**src/rtl/adder_pkg.sv**
```systemverilog
// ============================================================================
// Module : adder_pkg
// Shared width and result type for the pipelined adder and its result FIFO.
// Rev    : 1.0
// ============================================================================
`default_nettype none

package adder_pkg;

    localparam int ADDER_N = 32;

    typedef struct packed {
        logic               cout;
        logic [ADDER_N-1:0] s;
    } add_result_t;

endpackage

`default_nettype wire

```
**src/rtl/fifo_regfile.sv**
```systemverilog
// ============================================================================
// Module : fifo_regfile
// DEPTH x WIDTH register array, one synchronous write port, one async read.
// Rev    : 1.0
// ============================================================================
`default_nettype none

module fifo_regfile #(
    parameter int WIDTH = 33,
    parameter int DEPTH = 8
) (
    input  logic                     clk,
    input  logic                     i_we,
    input  logic [$clog2(DEPTH)-1:0] i_waddr,
    input  logic [WIDTH-1:0]         i_wdata,
    input  logic [$clog2(DEPTH)-1:0] i_raddr,
    output logic [WIDTH-1:0]         o_rdata
);

    // Storage is deliberately not reset; occupancy lives in the pointers.
    logic [WIDTH-1:0] r_mem [DEPTH];

    always_ff @(posedge clk) begin
        if (i_we) begin
            r_mem[i_waddr] <= i_wdata;
        end
    end

    assign o_rdata = r_mem[i_raddr];

endmodule

`default_nettype wire

```
**src/rtl/adder_result_fifo.sv**
```systemverilog
// ============================================================================
// Module : adder_result_fifo
// Show-ahead FIFO for {cout, s} adder results with drop counting on overflow.
// Rev    : 1.0
// ============================================================================
`default_nettype none

module adder_result_fifo
    import adder_pkg::*;
#(
    parameter int N     = ADDER_N,
    parameter int DEPTH = 8
) (
    input  logic                   clk,
    input  logic                   rstn,
    input  logic [N-1:0]           in_s,
    input  logic                   in_cout,
    input  logic                   in_valid,
    output logic [N:0]             out_sum,
    output logic                   out_valid,
    input  logic                   out_ready,
    output logic                   full,
    output logic                   empty,
    output logic [$clog2(DEPTH):0] count,
    output logic                   overflow,
    output logic [15:0]            drop_cnt,
    input  logic                   clr_ovf
);

    localparam int c_PTR_W = $clog2(DEPTH);
    localparam int c_CNT_W = c_PTR_W + 1;

    logic [c_PTR_W-1:0] r_wr_ptr;
    logic [c_PTR_W-1:0] r_rd_ptr;
    logic [c_CNT_W-1:0] r_count;
    logic               r_overflow;
    logic [15:0]        r_drop_cnt;

    logic               w_full;
    logic               w_empty;
    logic               w_push;
    logic               w_pop;
    logic               w_drop;
    logic               w_we;
    add_result_t        w_wr_word;
    logic [N:0]         w_rd_word;

    assign w_full  = (r_count == c_CNT_W'(DEPTH));
    assign w_empty = (r_count == '0);
    assign w_pop   = !w_empty && out_ready;
    // A pop frees a slot in the same cycle, so a full FIFO can still accept.
    assign w_push  = in_valid && (!w_full || w_pop);
    assign w_drop  = in_valid && w_full && !w_pop;
    assign w_we    = w_push && rstn;

    assign w_wr_word.cout = in_cout;
    assign w_wr_word.s    = in_s;

    fifo_regfile #(
        .WIDTH (N + 1),
        .DEPTH (DEPTH)
    ) u_regfile (
        .clk     (clk),
        .i_we    (w_we),
        .i_waddr (r_wr_ptr),
        .i_wdata (w_wr_word),
        .i_raddr (r_rd_ptr),
        .o_rdata (w_rd_word)
    );

    always_ff @(posedge clk) begin
        if (!rstn) begin
            r_wr_ptr   <= '0;
            r_rd_ptr   <= '0;
            r_count    <= '0;
            r_overflow <= 1'b0;
            r_drop_cnt <= '0;
        end else begin
            if (w_push) begin
                r_wr_ptr <= r_wr_ptr + 1'b1;
            end
            if (w_pop) begin
                r_rd_ptr <= r_rd_ptr + 1'b1;
            end
            if (w_push && !w_pop) begin
                r_count <= r_count + 1'b1;
            end else if (w_pop && !w_push) begin
                r_count <= r_count - 1'b1;
            end

            // A drop in the same cycle as a clear restarts the tally at one.
            if (w_drop) begin
                r_overflow <= 1'b1;
                if (clr_ovf) begin
                    r_drop_cnt <= 16'd1;
                end else if (r_drop_cnt != 16'hFFFF) begin
                    r_drop_cnt <= r_drop_cnt + 16'd1;
                end
            end else if (clr_ovf) begin
                r_overflow <= 1'b0;
                r_drop_cnt <= '0;
            end
        end
    end

    assign out_sum   = w_empty ? '0 : w_rd_word;
    assign out_valid = !w_empty;
    assign full      = w_full;
    assign empty     = w_empty;
    assign count     = r_count;
    assign overflow  = r_overflow;
    assign drop_cnt  = r_drop_cnt;

endmodule

`default_nettype wire

```
**config.mk**
```make
export PLATFORM = sky130hd
export DESIGN_NAME = adder_result_fifo
export DESIGN_NICKNAME = d
export VERILOG_FILES = /design/src/rtl/adder_pkg.sv /design/src/rtl/fifo_regfile.sv /design/src/rtl/adder_result_fifo.sv
export SDC_FILE = /design/constraint.sdc
export NUM_CORES = 1
export LEC_CHECK = 0
export CAP_MARGIN = 40
export CORE_AREA = 4 4 147 149
export CTS_CLUSTER_SIZE = 40
export DETAILED_ROUTE_END_ITERATION = 10
export DIE_AREA = 0 0 151 153
export GPL_ROUTABILITY_DRIVEN = 0
export HOLD_SLACK_MARGIN = 0.08
export PLACE_DENSITY = 0.78
export SLEW_MARGIN = 10
export SYNTH_ARGS = -nofsm -noshare
export SYNTH_HDL_FRONTEND = slang
export SYNTH_SLANG_ARGS = --single-unit
```
**constraint.sdc**
```tcl
create_clock -name clk -period 5.77 [get_ports clk]
set_clock_uncertainty 0.1 [all_clocks]
set_input_delay 1.154 -clock clk [delete_from_list [all_inputs] [get_ports clk]]
set_output_delay 1.154 -clock clk [all_outputs]
set_load 0.1 [all_outputs]
```
# == Yosys cells after proc, flatten, opt, wreduce, memory -nomap -nowiden ==
# Memories as Yosys holds them, arrays and structs flattened. A register that Yosys moved wholly into a read port is not among the register bits.
# Cells that the tools add are included.
# classes
n_eq_ne,2
n_mux,13
reduce_logical,17
add_sub_neg,5
# ops
op,count
16-bit 2-to-1 mux,4
33-bit 2-to-1 mux,1
16-bit by 1-bit adder with 16-bit output (second input constant),1
16-bit inequality test (second input constant),1
4-bit 2-to-1 mux,2
1-bit logical AND,7
3-bit by 1-bit adder with 3-bit output (second input constant),2
3-bit 2-to-1 mux,2
2-bit nonzero test,3
4-bit by 1-bit adder with 4-bit output (second input constant),1
4-bit equality test (second input constant),1
1-bit zero test,4
4-bit zero test,1
1-bit 2-to-1 mux,4
4-bit by 1-bit subtractor with 4-bit output (second input constant),1
2-bit AND reduction,1
1-bit logical OR,1
# word_totals
ramBits,264
output_inout_bits,57
in_bits,38
memories,1
ff_bits,27
# mem_list
memory,words,word_bits,rd,rd_clocked_by_memory_dff,wr,line,rtl
u_regfile.r_mem,8,33,1,1,1,fifo_regfile.sv:21,logic [WIDTH-1:0] r_mem [DEPTH];

# == Longest topological paths before layout ==
# Gate-level depths: netlist (run 1).
# depth
depth_word,9
depth_mapped,11
depth_no_buf,10

# == Cells and area by module ==
# From an unflattened synthesis (run 1), not the netlist that was laid out.
# unflattened
hier_cells,605
hier_area_um2,11700.0
# modules_own_cells
module,area_each_um2,instances,cells_each,seq_area_each_um2
fifo_regfile,9979.6,1,394,7927.6
adder_result_fifo,1720.4,1,211,540.5

# == Least setup slack after synthesis (run 1) ==
# No wires, ideal clock.
# synth_timing
kind,register -> output
from,"reg r_count[0], in the netlist count[0]"
to,out out_sum[23]
t_required_ps,4516
path_stages_with_launch,6
path_buffers,2
arrival_ps,4778
setup_slack_ps,-262
path_cell_list,dfxtp_1 > or4_1 > clkbuf_1 > clkinv_1 > clkbuf_1 > nor2_1
# synth_via
elab_chain_len,2
# synth_rtl
element,line,rtl
from (decl),adder_result_fifo.sv:35,logic [c_CNT_W-1:0] r_count;
from (signal assigned),adder_result_fifo.sv:86,r_count <= r_count + 1'b1;
from (signal assigned),adder_result_fifo.sv:88,r_count <= r_count - 1'b1;
4-bit zero test,adder_result_fifo.sv:49,assign w_empty = (r_count == '0);
named net empty,adder_result_fifo.sv:23,"output logic empty,"
33-bit 2-to-1 mux,adder_result_fifo.sv:106,assign out_sum = w_empty ? '0 : w_rd_word;
to (decl),adder_result_fifo.sv:19,"output logic [N:0] out_sum,"
# The timed path passes the listed nets, and every way through them passes these cells.

==> results of run 1 <==
## final cells by class
| class | count | area, um2 | share of cell area (%) |
|---|---|---|---|
| Sequential cell | 294 | 8537 | 60.25 |
| Multi-Input combinational cell | 282 | 2937 | 20.72 |
| Timing Repair Buffer | 138 | 1414 | 9.978 |
| Clock buffer | 37 | 775.7 | 5.475 |
| Tap cell | 270 | 337.8 | 2.384 |
| Clock inverter | 17 | 138.9 | 0.9801 |
| Inverter | 8 | 30.03 | 0.2119 |
## stage by stage
stage	utilization, %	TNS (ns)	area (um2)
after global routing	70.25	0	14170
final	70.25	0	14170
after detailed placement	65.72	0	13260
after floorplan	-	-2.361	11550
after CTS	70.25	0	14170
after global placement	63.60	0	12830
## path summary, 6_finish.rpt
| path | start | endpoint | slack [ns] | cells past startpoint |
|---|---|---|---|---|
| max | flip-flop | out_sum[4] | 1.59 | 5 |
| min | overflow$_SDFFE_PN0P_ | overflow$_SDFFE_PN0P_ | 0.37 | 2 |
| max reg2reg | count[0]$_SDFFE_PN0P_ | count[3]$_SDFFE_PN0P_ | 2.31 | 10 |
| min reg2reg | overflow$_SDFFE_PN0P_ | overflow$_SDFFE_PN0P_ | 0.37 | 2 |
## state kept, by name (all words and copies together) (netlist names), named ones only
name and flops:
u_regfile.r_mem 264, drop_cnt 16, count 4, r_rd_ptr 3
r_wr_ptr 3, overflow 1
## cell usage after synthesis (all sizes together) (5+ instances only)
library cell	count	share of area, %
inv	7	0.23
mux2i	41	3.6
dfxtp	30	5.2
nor4	6	0.32
nand2b	5	0.27
nand2	21	0.68
clkbuf	13	0.42
ha	6	0.65
buf	14	0.48
mux4	66	13
o21ai	5	0.22
a21oi	14	0.61
nor3	6	0.26
or4	7	0.45
nor2	50	1.6
edfxtp	264	69
nand3	12	0.52
## worst register-to-register path: stages (launching register included)
cell and delay, ns:
dfxtp_1 0.37, or4b_1 0.71, o21ai_1 0.52, inv_1 0.21, ha_1 0.24, inv_1 0.13, ha_1 0.25, a21o_1 0.18
a21oi_1 0.18, mux2i_1 0.27, mux2i_1 0.22
## where the power goes
group / internal (mW) / switching (mW) / leakage, nW
combinational: 0.752 / 1.72 / 1.47
sequential: 2.39 / 0.130 / 2.63
clock: 1.04 / 0.756 / 0.452
total: 4.18 / 2.61 / 4.55
## logic make-up after synthesis
kind of cell    after synthesis  share of synthesized area [%]
flops                       294                          73.83
xor+xnor                      6                         0.4549
compound gates               38                          2.210
fa+ha+maj                     7                         0.8232
mux                         107                          16.42
buf+inv                      35                          1.159
simple gates                124                          5.102
## per-layer routing
| layer | vias to the layer above | GRT usage (%) | wire length (um) |
|---|---|---|---|
| li1 | 2768 | - | - |
| met2 | 161 | 37.26 | 12840 |
| met5 | - | 0 | 0 |
| met1 | 3231 | 28.36 | 9678 |
| met3 | 27 | 3.346 | 1110 |
| met4 | 0 | 4.491 | 348 |
## placed cells by master, fill, tap and decap left out, types with 3 or more instances in the layout
master,instances
a21oi_1,14
buf_4,50
buf_8,24
clkbuf_1,6
clkbuf_16,29
clkdlybuf4s50_1,61
clkinv_1,6
clkinv_2,7
dfxtp_1,27
edfxtp_1,264
ha_1,6
inv_1,7
mux2i_1,41
mux4_2,66
nand2_1,21
nand2b_1,5
nand3_1,12
nand4_1,4
nor2_1,48
nor2b_1,3
nor3_2,4
nor4_1,4
o21ai_0,4
or2_2,4
or4_1,7
xor2_1,4
==> out/qor.csv, run 1 <==
stage,metric,value,unit
run_status,status,completed,
sta,fin crit period,4.182,ns
routing,# DRC,0,
cts,post-CTS setup buffers,0,
worst_setup_path,CP max stage delay,0.82,ns
sta,hold slack,0.3726,ns
worst_setup_path,CP most frequent cell,buf_4,
sta,PnR worst setup slack,1.588,ns
synthesis,"Seq/Total Area, Yosys",73.83,%
global_route,Congestion Overflow GR,0,
cts,clock transition at the registers of the reported paths,0.06,ns
worst_setup_path,critical path class,reg -> out,
layout,Syn-to-layout area delta,22.67,%
worst_setup_path,critical path peak fanout,36,
routing,Routed WL per cell,22.92,um
synthesis,Syn Std Cell Area,11550,um2
global_route,vias in the first global route,6625,
worst_setup_path,"delay-heaviest family, CP",flip-flops,
cts,Clock Latency Late Sink,0.54,ns
floorplan,I/O pin count,95,
layout,ratio of cells with drive above 1 in the final layout,25.90,%
layout,# diodes,0,
global_route,pin count of the biggest net entering global routing,39,
floorplan,Initial Util,57.27,%
layout,Filler cells,1259,
placement,Detail Placement HPWL,14210,um
synthesis,synth unique cells,44,
sta,Setup Viol. Count Final,0,
sta,"Hold Violations, Final",0,
power,Max IR drop VDD,0.4038,mV
layout,final net count,798,
floorplan,Die W,151,um
routing,number of detailed-route iterations in the first pass,5,
routing,remaining antenna violation count after routing,0,
worst_setup_path,Worst Path Required,4.52,ns
cts,H-tree depth,1,
layout,non-filler instance count after layout,1046,
synthesis,Post-Syn Nets,656,
floorplan,Core ar.,20170,um2
placement,# placed instances,992,
synthesis,Cells after Synth,611,
cts,PostCTS Resize Cnt,0,
cts,total CTS buffers,29,
worst_setup_path,Crit. End Element,output pin,
synthesis,yosys warns,0,
cts,Hold Buf Count CTS,0,
synthesis,Syn Area/Cell,18.91,um2
cts,Clock Tree Buf Depth,3,
power,Pwr Total,6.794,mW
sta,Slew HR,50.62,%
worst_setup_path,Startpoint Class,flip-flop,
power,Pleak,4.554,nW
flow_run,Max Cap Viol,0,
placement,IO buf count,94,
synthesis,Post-synth ARST share,0,%
cts,CTS root buf,clkbuf_16,
sta,period utilization,72.48,%
global_route,initial antenna violation count,0,
hold_path,min-delay worst type,reg -> reg,
sta,RSZ-0062 raised after global routing,no,
synthesis,Post-synth EDFFs,264,
synthesis,Synth Flop Type,edfxtp_1,
routing,WL final,23980,um
power,power density over cell area,479.4,nW/um2
routing,via count,6187,
worst_setup_path,"Max stage delay cell, worst path",dfxtp_4,
worst_setup_path,Worst Path Arrival,2.93,ns
synthesis,"FF+latch count, synth",294,
worst_setup_path,"Critical Path, Cell by Cell","buf_4, mux4_2, mux2i_1, nor2_1, buf_4",
cts,CTS tree,yes,
cts,clock sinks,294,
global_route,first-pass GRT wire length,37620,um
sta,fmax,0.2391,GHz
routing,Iter 0 DRT Violations,402,
floorplan,num rows,52,
sta,Tightest Pin Transition,0.7380,ns
routing,drt via density,5.915,
worst_setup_path,Worst Path Buf+Inv,2,
global_route,total track usage,21.24,%
sta,Max Slew Vio Count,0,
placement,pre-CTS setup slack,1.758,ns
floorplan,die footprint,23100,um2
floorplan,die span in y,153,um
No activity file was read; power rests on OpenSTA's default activity.
==> run 2: changes to the inputs <==
CORE_AREA = 4 4 155 157   (was 4 4 147 149)
DIE_AREA = 0 0 159 161   (was 0 0 151 153)
PLACE_DENSITY = 0.74   (was 0.78)
clock period = 3.7 ns   (was 5.77 ns; I/O delays follow)
==> run 2 against run 1 <==
  * Routed wire length decreased by 0.88%
  * Register-to-register slack got worse by 1.6 ns
  * Combinational power increased by 65%
  * Sequential share of layout area decreased by 0.56 points
  * Critical path type unchanged
  * Largest power group is now combinational logic
==> out/qor.csv, run 2 (synthesis gave the netlist of run 1 again) <==
stage,metric,value,unit,change
global_route,vias in the first global route,6423,,-3.0%
cts,total CTS buffers,29,,unchanged
power,Max IR drop VDD,0.5157,mV,+28%
sta,Tightest Pin Transition,0.7076,ns,-0.03035 ns
floorplan,Die W,159,um,+5.3%
cts,Clock Tree Buf Depth,3,,unchanged
layout,Biggest register,u_regfile.r_mem,,
global_route,Congestion Overflow GR,0,,unchanged
routing,top layer in use,met5,,
power,Pwr Total,10.82,mW,+59%
routing,Iter 0 DRT Violations,492,,+22%
floorplan,Core ar.,22500,um2,+12%
layout,non-filler instance count after layout,1056,,+0.96%
power,Internal,6.689,mW,+60%
sta,fmax,0.2925,GHz,
power,power density over cell area,755.9,nW/um2,+58%
power,clock power share,26.4,%,about the same
placement,pre-CTS setup slack,0.5005,ns,-1.257 ns
cts,Clock Latency Late Sink,0.53,ns,about the same
floorplan,I/O pin count,95,,unchanged
worst_setup_path,critical path class,reg -> out,,
global_route,initial antenna violation count,1,,+1
routing,drt via density,5.771,,-2.4%
cts,clock sinks,294,,unchanged
worst_setup_path,Worst Path Required,2.86,ns,-1.66 ns
run_status,status,completed,,
routing,via count,6094,,-1.5%
cts,H-tree depth,1,,unchanged
worst_setup_path,Crit. End Element,output pin,,
worst_setup_path,Reg2Reg Depth,10,,unchanged
sta,fin crit period,3.418,ns,
routing,# DRC,0,,unchanged
routing,metal2 WL,12370,um,-3.6%
layout,most frequent cells in the layout,"edfxtp_1 (264), mux4_2 (66), buf_4 (57), clkdlybuf4s50_1 (56), mux2i_1 (41)",,
power,Psw,4.129,mW,+58%
worst_setup_path,R2R Setup Slk,0.71,ns,-1.60 ns
routing,number of detailed-route iterations in the first pass,5,,unchanged
sta,RSZ-0062 raised after global routing,no,,
worst_setup_path,Worst Path Arrival,2.58,ns,-0.35 ns
worst_setup_path,crit path capture,out_sum[6],,
cts,CTS root buf,clkbuf_16,,
routing,WL final,23760,um,-0.88%
power,Comb pwr share,37.8,%,+1.4 points
global_route,total track usage,18.54,%,-2.7 points
worst_setup_path,critical path peak fanout,16,,-56%
flow_run,Max Cap Viol,0,,unchanged
floorplan,die span in y,161,um,+5.2%
placement,IO buf count,94,,unchanged
placement,Detail Placement HPWL,14140,um,-0.50%
floorplan,die footprint,25600,um2,+11%
layout,Syn-to-layout area delta,23.89,%,
floorplan,num rows,55,,+5.8%
layout,ratio of cells with drive above 1 in the final layout,31.13,%,+5.2 points
layout,Layout Utilization,63.60,%,-6.7 points
sta,Max Slew Vio Count,0,,unchanged
worst_setup_path,reg2reg end,count[3]$_SDFFE_PN0P_,,
layout,final net count,797,,-0.13%
sta,Slew HR,52.65,%,+2.0 points
layout,max reg flops,264,,unchanged
routing,Metal-1 WL,9753,um,+0.77%
cts,post-CTS setup buffers,0,,unchanged
sta,period utilization,92.39,%,
worst_setup_path,Startpoint Class,flip-flop,,
power,sw frac,38.17,%,-0.24 points
layout,"most common cell after layout, fill and taps aside",edfxtp_1,,
floorplan,Initial Util,51.33,%,-5.9 points
sta,"Hold Violations, Final",0,,unchanged
worst_setup_path,RR Startpoint,count[0]$_SDFFE_PN0P_,,
routing,remaining antenna violation count after routing,0,,unchanged
sta,hold slack,0.3701,ns,-0.002559 ns
global_route,pin count of the biggest net entering global routing,37,,-5.1%
layout,# diodes,0,,unchanged
global_route,first-pass GRT wire length,37480,um,-0.37%
cts,Hold Buf Count CTS,0,,unchanged
placement,# placed instances,1006,,+1.4%
cts,PostCTS Resize Cnt,0,,unchanged
cts,clock transition at the registers of the reported paths,0.06,ns,about the same
power,Pleak,4.570,nW,+0.35%
hold_path,min-delay worst type,reg -> reg,,
power,Seq pwr share,35.9,%,-1.2 points
sta,PnR worst setup slack,0.2816,ns,-1.306 ns
sta,Setup Viol. Count Final,0,,unchanged
routing,met3 wire length,1375,um,+24%
routing,Routed WL per cell,22.50,um,-1.8%
cts,CTS tree,yes,,
==> run 2: power groups by stage <==
stage	combinational, mW	clock, mW	sequential, mW
after floorplan	3.16	0	3.97
after global routing	4.27	3.08	3.90
final	4.08	2.85	3.88
after global placement	4.04	0	3.94
after CTS	4.14	2.91	3.89
after detailed placement	4.13	0	3.96
==> run 2: final cells by class <==
type / instances / area, um2
Sequential cell: 294 / 8542
Timing Repair Buffer: 137 / 1374
Tap cell: 285 / 356.6
Fill cell: 1546 / 8192
Clock buffer: 33 / 740.7
Multi-Input combinational cell: 282 / 3087
Clock inverter: 17 / 181.4
Inverter: 8 / 30.03
==> run 2: worst min path at each step <==
stage	from	endpoint	cells past startpoint
after floorplan	r_rd_ptr[1]$_SDFFE_PN0N_	flip-flop	2
after global placement	count[3]$_SDFFE_PN0P_	count[3]$_SDFFE_PN0P_	2
after detailed placement	overflow$_SDFFE_PN0P_	overflow$_SDFFE_PN0P_	2
after CTS	overflow$_SDFFE_PN0P_	overflow$_SDFFE_PN0P_	2
after global routing	overflow$_SDFFE_PN0P_	overflow$_SDFFE_PN0P_	2
final	overflow$_SDFFE_PN0P_	overflow$_SDFFE_PN0P_	2
==> run 2: critical path, cell delays in order (launching register included) <==
cell,delay (ns)
dfxtp_4,0.56
buf_4,0.38
mux4_2,0.55
mux2i_1,0.26
nor2_2,0.05
buf_4,0.23
==> run 2: stage by stage <==
stage	setup TNS, ns	cell area, um2
floorplan	-71.95	11710
global placement	0	13100
detailed placement	0	13390
CTS	0	14310
global route	0	14310
finish	0	14310
==> run 2: per-layer routing <==
layer	GRT usage, %	vias to the layer above
met4	3.037	2
met2	31.97	185
met1	25.55	3124
met5	0	-
met3	3.419	23
li1	-	2760
==> run 3: changes to the inputs <==
CORE_AREA = 2 2 164 166   (was 4 4 155 157)
DIE_AREA = 0 0 166 168   (was 0 0 159 161)
PLACE_DENSITY = 0.66   (was 0.74)
==> run 3 against run 2 <==
  * Cell area grew 0.98%
  * Sequential share of layout area shrank 0.58 points
  * Critical path type unchanged
  * Largest cell class unchanged
  * Setup slack lost 0.021 ns
  * Critical endpoint is now out_sum[25]
  * Largest power group unchanged
==> out/qor.csv, run 3 (synthesis gave the netlist of run 1 again) <==
stage,metric,value,unit,change
cts,post-CTS setup buffers,0,,unchanged
power,Max IR drop VDD,0.8088,mV,+57%
worst_setup_path,Worst Setup SP,count[3]$_SDFFE_PN0P_,,
layout,Syn-to-layout area delta,25.11,%,
power,clock power share,26.9,%,+0.5 points
worst_setup_path,R2R Setup Slk,0.73,ns,+0.02 ns
worst_setup_path,Crit. End Element,output pin,,
worst_setup_path,critical path peak fanout,12,,-4
floorplan,num rows,60,,+9.1%
cts,total CTS buffers,30,,+3.4%
routing,Routed WL per cell,21.43,um,-4.7%
placement,# placed instances,1066,,+6.0%
cts,Clock Tree Buf Depth,3,,unchanged
layout,# diodes,0,,unchanged
floorplan,Initial Util,43.84,%,-7.5 points
worst_setup_path,Startpoint Class,flip-flop,,
layout,most frequent cells in the layout,"edfxtp_1 (264), mux4_2 (66), buf_4 (64), clkdlybuf4s50_1 (55), mux2i_1 (41)",,
worst_setup_path,RR Startpoint,count[0]$_SDFFE_PN0P_,,
global_route,Congestion Overflow GR,0,,unchanged
global_route,total track usage,17.09,%,-1.5 points
sta,Setup Viol. Count Final,0,,unchanged
placement,IO buf count,94,,unchanged
routing,Iter 0 DRT Violations,427,,-13%
worst_setup_path,reg2reg end,count[3]$_SDFFE_PN0P_,,
power,Psw,4.203,mW,+1.8%
sta,period utilization,92.96,%,+0.57 points
global_route,vias in the first global route,6518,,+1.5%
sta,Max Slew Vio Count,0,,unchanged
layout,max reg flops,264,,unchanged
layout,area of the multi-input gates,3087,um2,unchanged
routing,WL final,24050,um,+1.2%
sta,Tightest Pin Transition,0.6938,ns,-0.01385 ns
run_status,status,completed,,
power,Comb pwr share,37.7,%,about the same
routing,drt via density,5.506,,-4.6%
layout,Biggest register,u_regfile.r_mem,,
sta,fmax,0.2907,GHz,-0.61%
power,sw frac,38.43,%,+0.26 points
routing,number of detailed-route iterations in the first pass,4,,-1
global_route,first-pass GRT wire length,37110,um,-0.99%
routing,remaining antenna violation count after routing,0,,unchanged
layout,ratio of cells with drive above 1 in the final layout,32.39,%,+1.3 points
layout,non-filler instance count after layout,1122,,+6.3%
sta,Slew HR,53.58,%,+0.93 points
worst_setup_path,Worst Path Required,2.86,ns,about the same
cts,Hold Buf Count CTS,0,,unchanged
worst_setup_path,Reg2Reg Depth,10,,unchanged
cts,clock transition at the registers of the reported paths,0.06,ns,about the same
layout,Register Area,8542,um2,unchanged
routing,via count,6178,,+1.4%
layout,"most common cell after layout, fill and taps aside",edfxtp_1,,
sta,final setup TNS,0,ns,unchanged
layout,Filler cells,2009,,+30%
power,power density over cell area,756.7,nW/um2,+0.11%
floorplan,I/O pin count,95,,unchanged
cts,H-tree depth,1,,unchanged
routing,# DRC,0,,unchanged
hold_path,min-delay worst type,reg -> reg,,
global_route,pin count of the biggest net entering global routing,37,,unchanged
cts,PostCTS Resize Cnt,0,,unchanged
power,Pwr Total,10.94,mW,+1.1%
power,Seq pwr share,35.4,%,-0.5 points
power,Internal,6.733,mW,+0.67%
floorplan,die footprint,27890,um2,+8.9%
power,Pleak,4.609,nW,+0.84%
worst_setup_path,critical path class,reg -> out,,
worst_setup_path,Worst Path Arrival,2.60,ns,+0.02 ns
sta,fin crit period,3.439,ns,+0.02113 ns
placement,Detail Placement HPWL,14670,um,+3.7%
layout,final net count,802,,+0.63%
sta,"Hold Violations, Final",0,,unchanged
worst_setup_path,crit path capture,out_sum[25],,
sta,RSZ-0062 raised after global routing,no,,
cts,clock sinks,294,,unchanged
floorplan,Core ar.,26350,um2,+17%
cts,CTS tree,yes,,
flow_run,Max Cap Viol,0,,unchanged
cts,Clock Latency Late Sink,0.53,ns,about the same
floorplan,die span in y,168,um,+4.3%
floorplan,Die W,166,um,+4.4%
cts,CTS root buf,clkbuf_16,,
global_route,initial antenna violation count,0,,-1
## run 3: worst min-delay path by stage
stage / from / to / cells after the start
floorplan: r_rd_ptr[1]$_SDFFE_PN0N_ / flip-flop / 2
global placement: count[3]$_SDFFE_PN0P_ / count[3]$_SDFFE_PN0P_ / 2
detailed placement: overflow$_SDFFE_PN0P_ / overflow$_SDFFE_PN0P_ / 2
CTS: overflow$_SDFFE_PN0P_ / overflow$_SDFFE_PN0P_ / 2
global route: overflow$_SDFFE_PN0P_ / overflow$_SDFFE_PN0P_ / 2
finish: overflow$_SDFFE_PN0P_ / overflow$_SDFFE_PN0P_ / 2
## run 3: power by group through the flow
| stage | Combinational, mW | Sequential [mW] | Clock (mW) |
|---|---|---|---|
| after floorplan | 3.16 | 3.97 | 0 |
| after global placement | 4.10 | 3.94 | 0 |
| after detailed placement | 4.18 | 3.95 | 0 |
| after CTS | 4.18 | 3.88 | 3.01 |
| after global routing | 4.30 | 3.89 | 3.14 |
| final | 4.12 | 3.87 | 2.95 |
## run 3: metal layers
layer / global-route usage [%] / wire [um]
met4: 3.138 / 280
met2: 30.18 / 12220
met1: 22.92 / 10380
met3: 2.539 / 1169
met5: 0 / 0
## run 3: through the flow
step,area (um2),worst slack (ns),hold WS [ns],util [%]
after floorplan,11710,-0.6448,0.3541,-
after global placement,13200,0.6106,0.3662,50.08
after detailed placement,13470,0.4691,0.3628,51.11
after CTS,14450,0.1807,0.3738,54.84
after global routing,14450,0.1131,0.3972,54.84
final,14450,0.2605,0.3703,54.84
## run 3: cell type report
class,count,share of cell area (%)
clock buffer,33,5.420
clock inverter,23,1.394
inverter,8,0.2078
multi-input combinational,282,21.36
sequential,294,59.11
tap,341,2.952
timing repair buffer,141,9.558
## run 3: critical path: stages (launching register included)
cell and delay (ns):
dfxtp_2 0.34, or4_1 0.67, inv_2 0.44, buf_4 0.31
nor2_4 0.05, buf_4 0.23
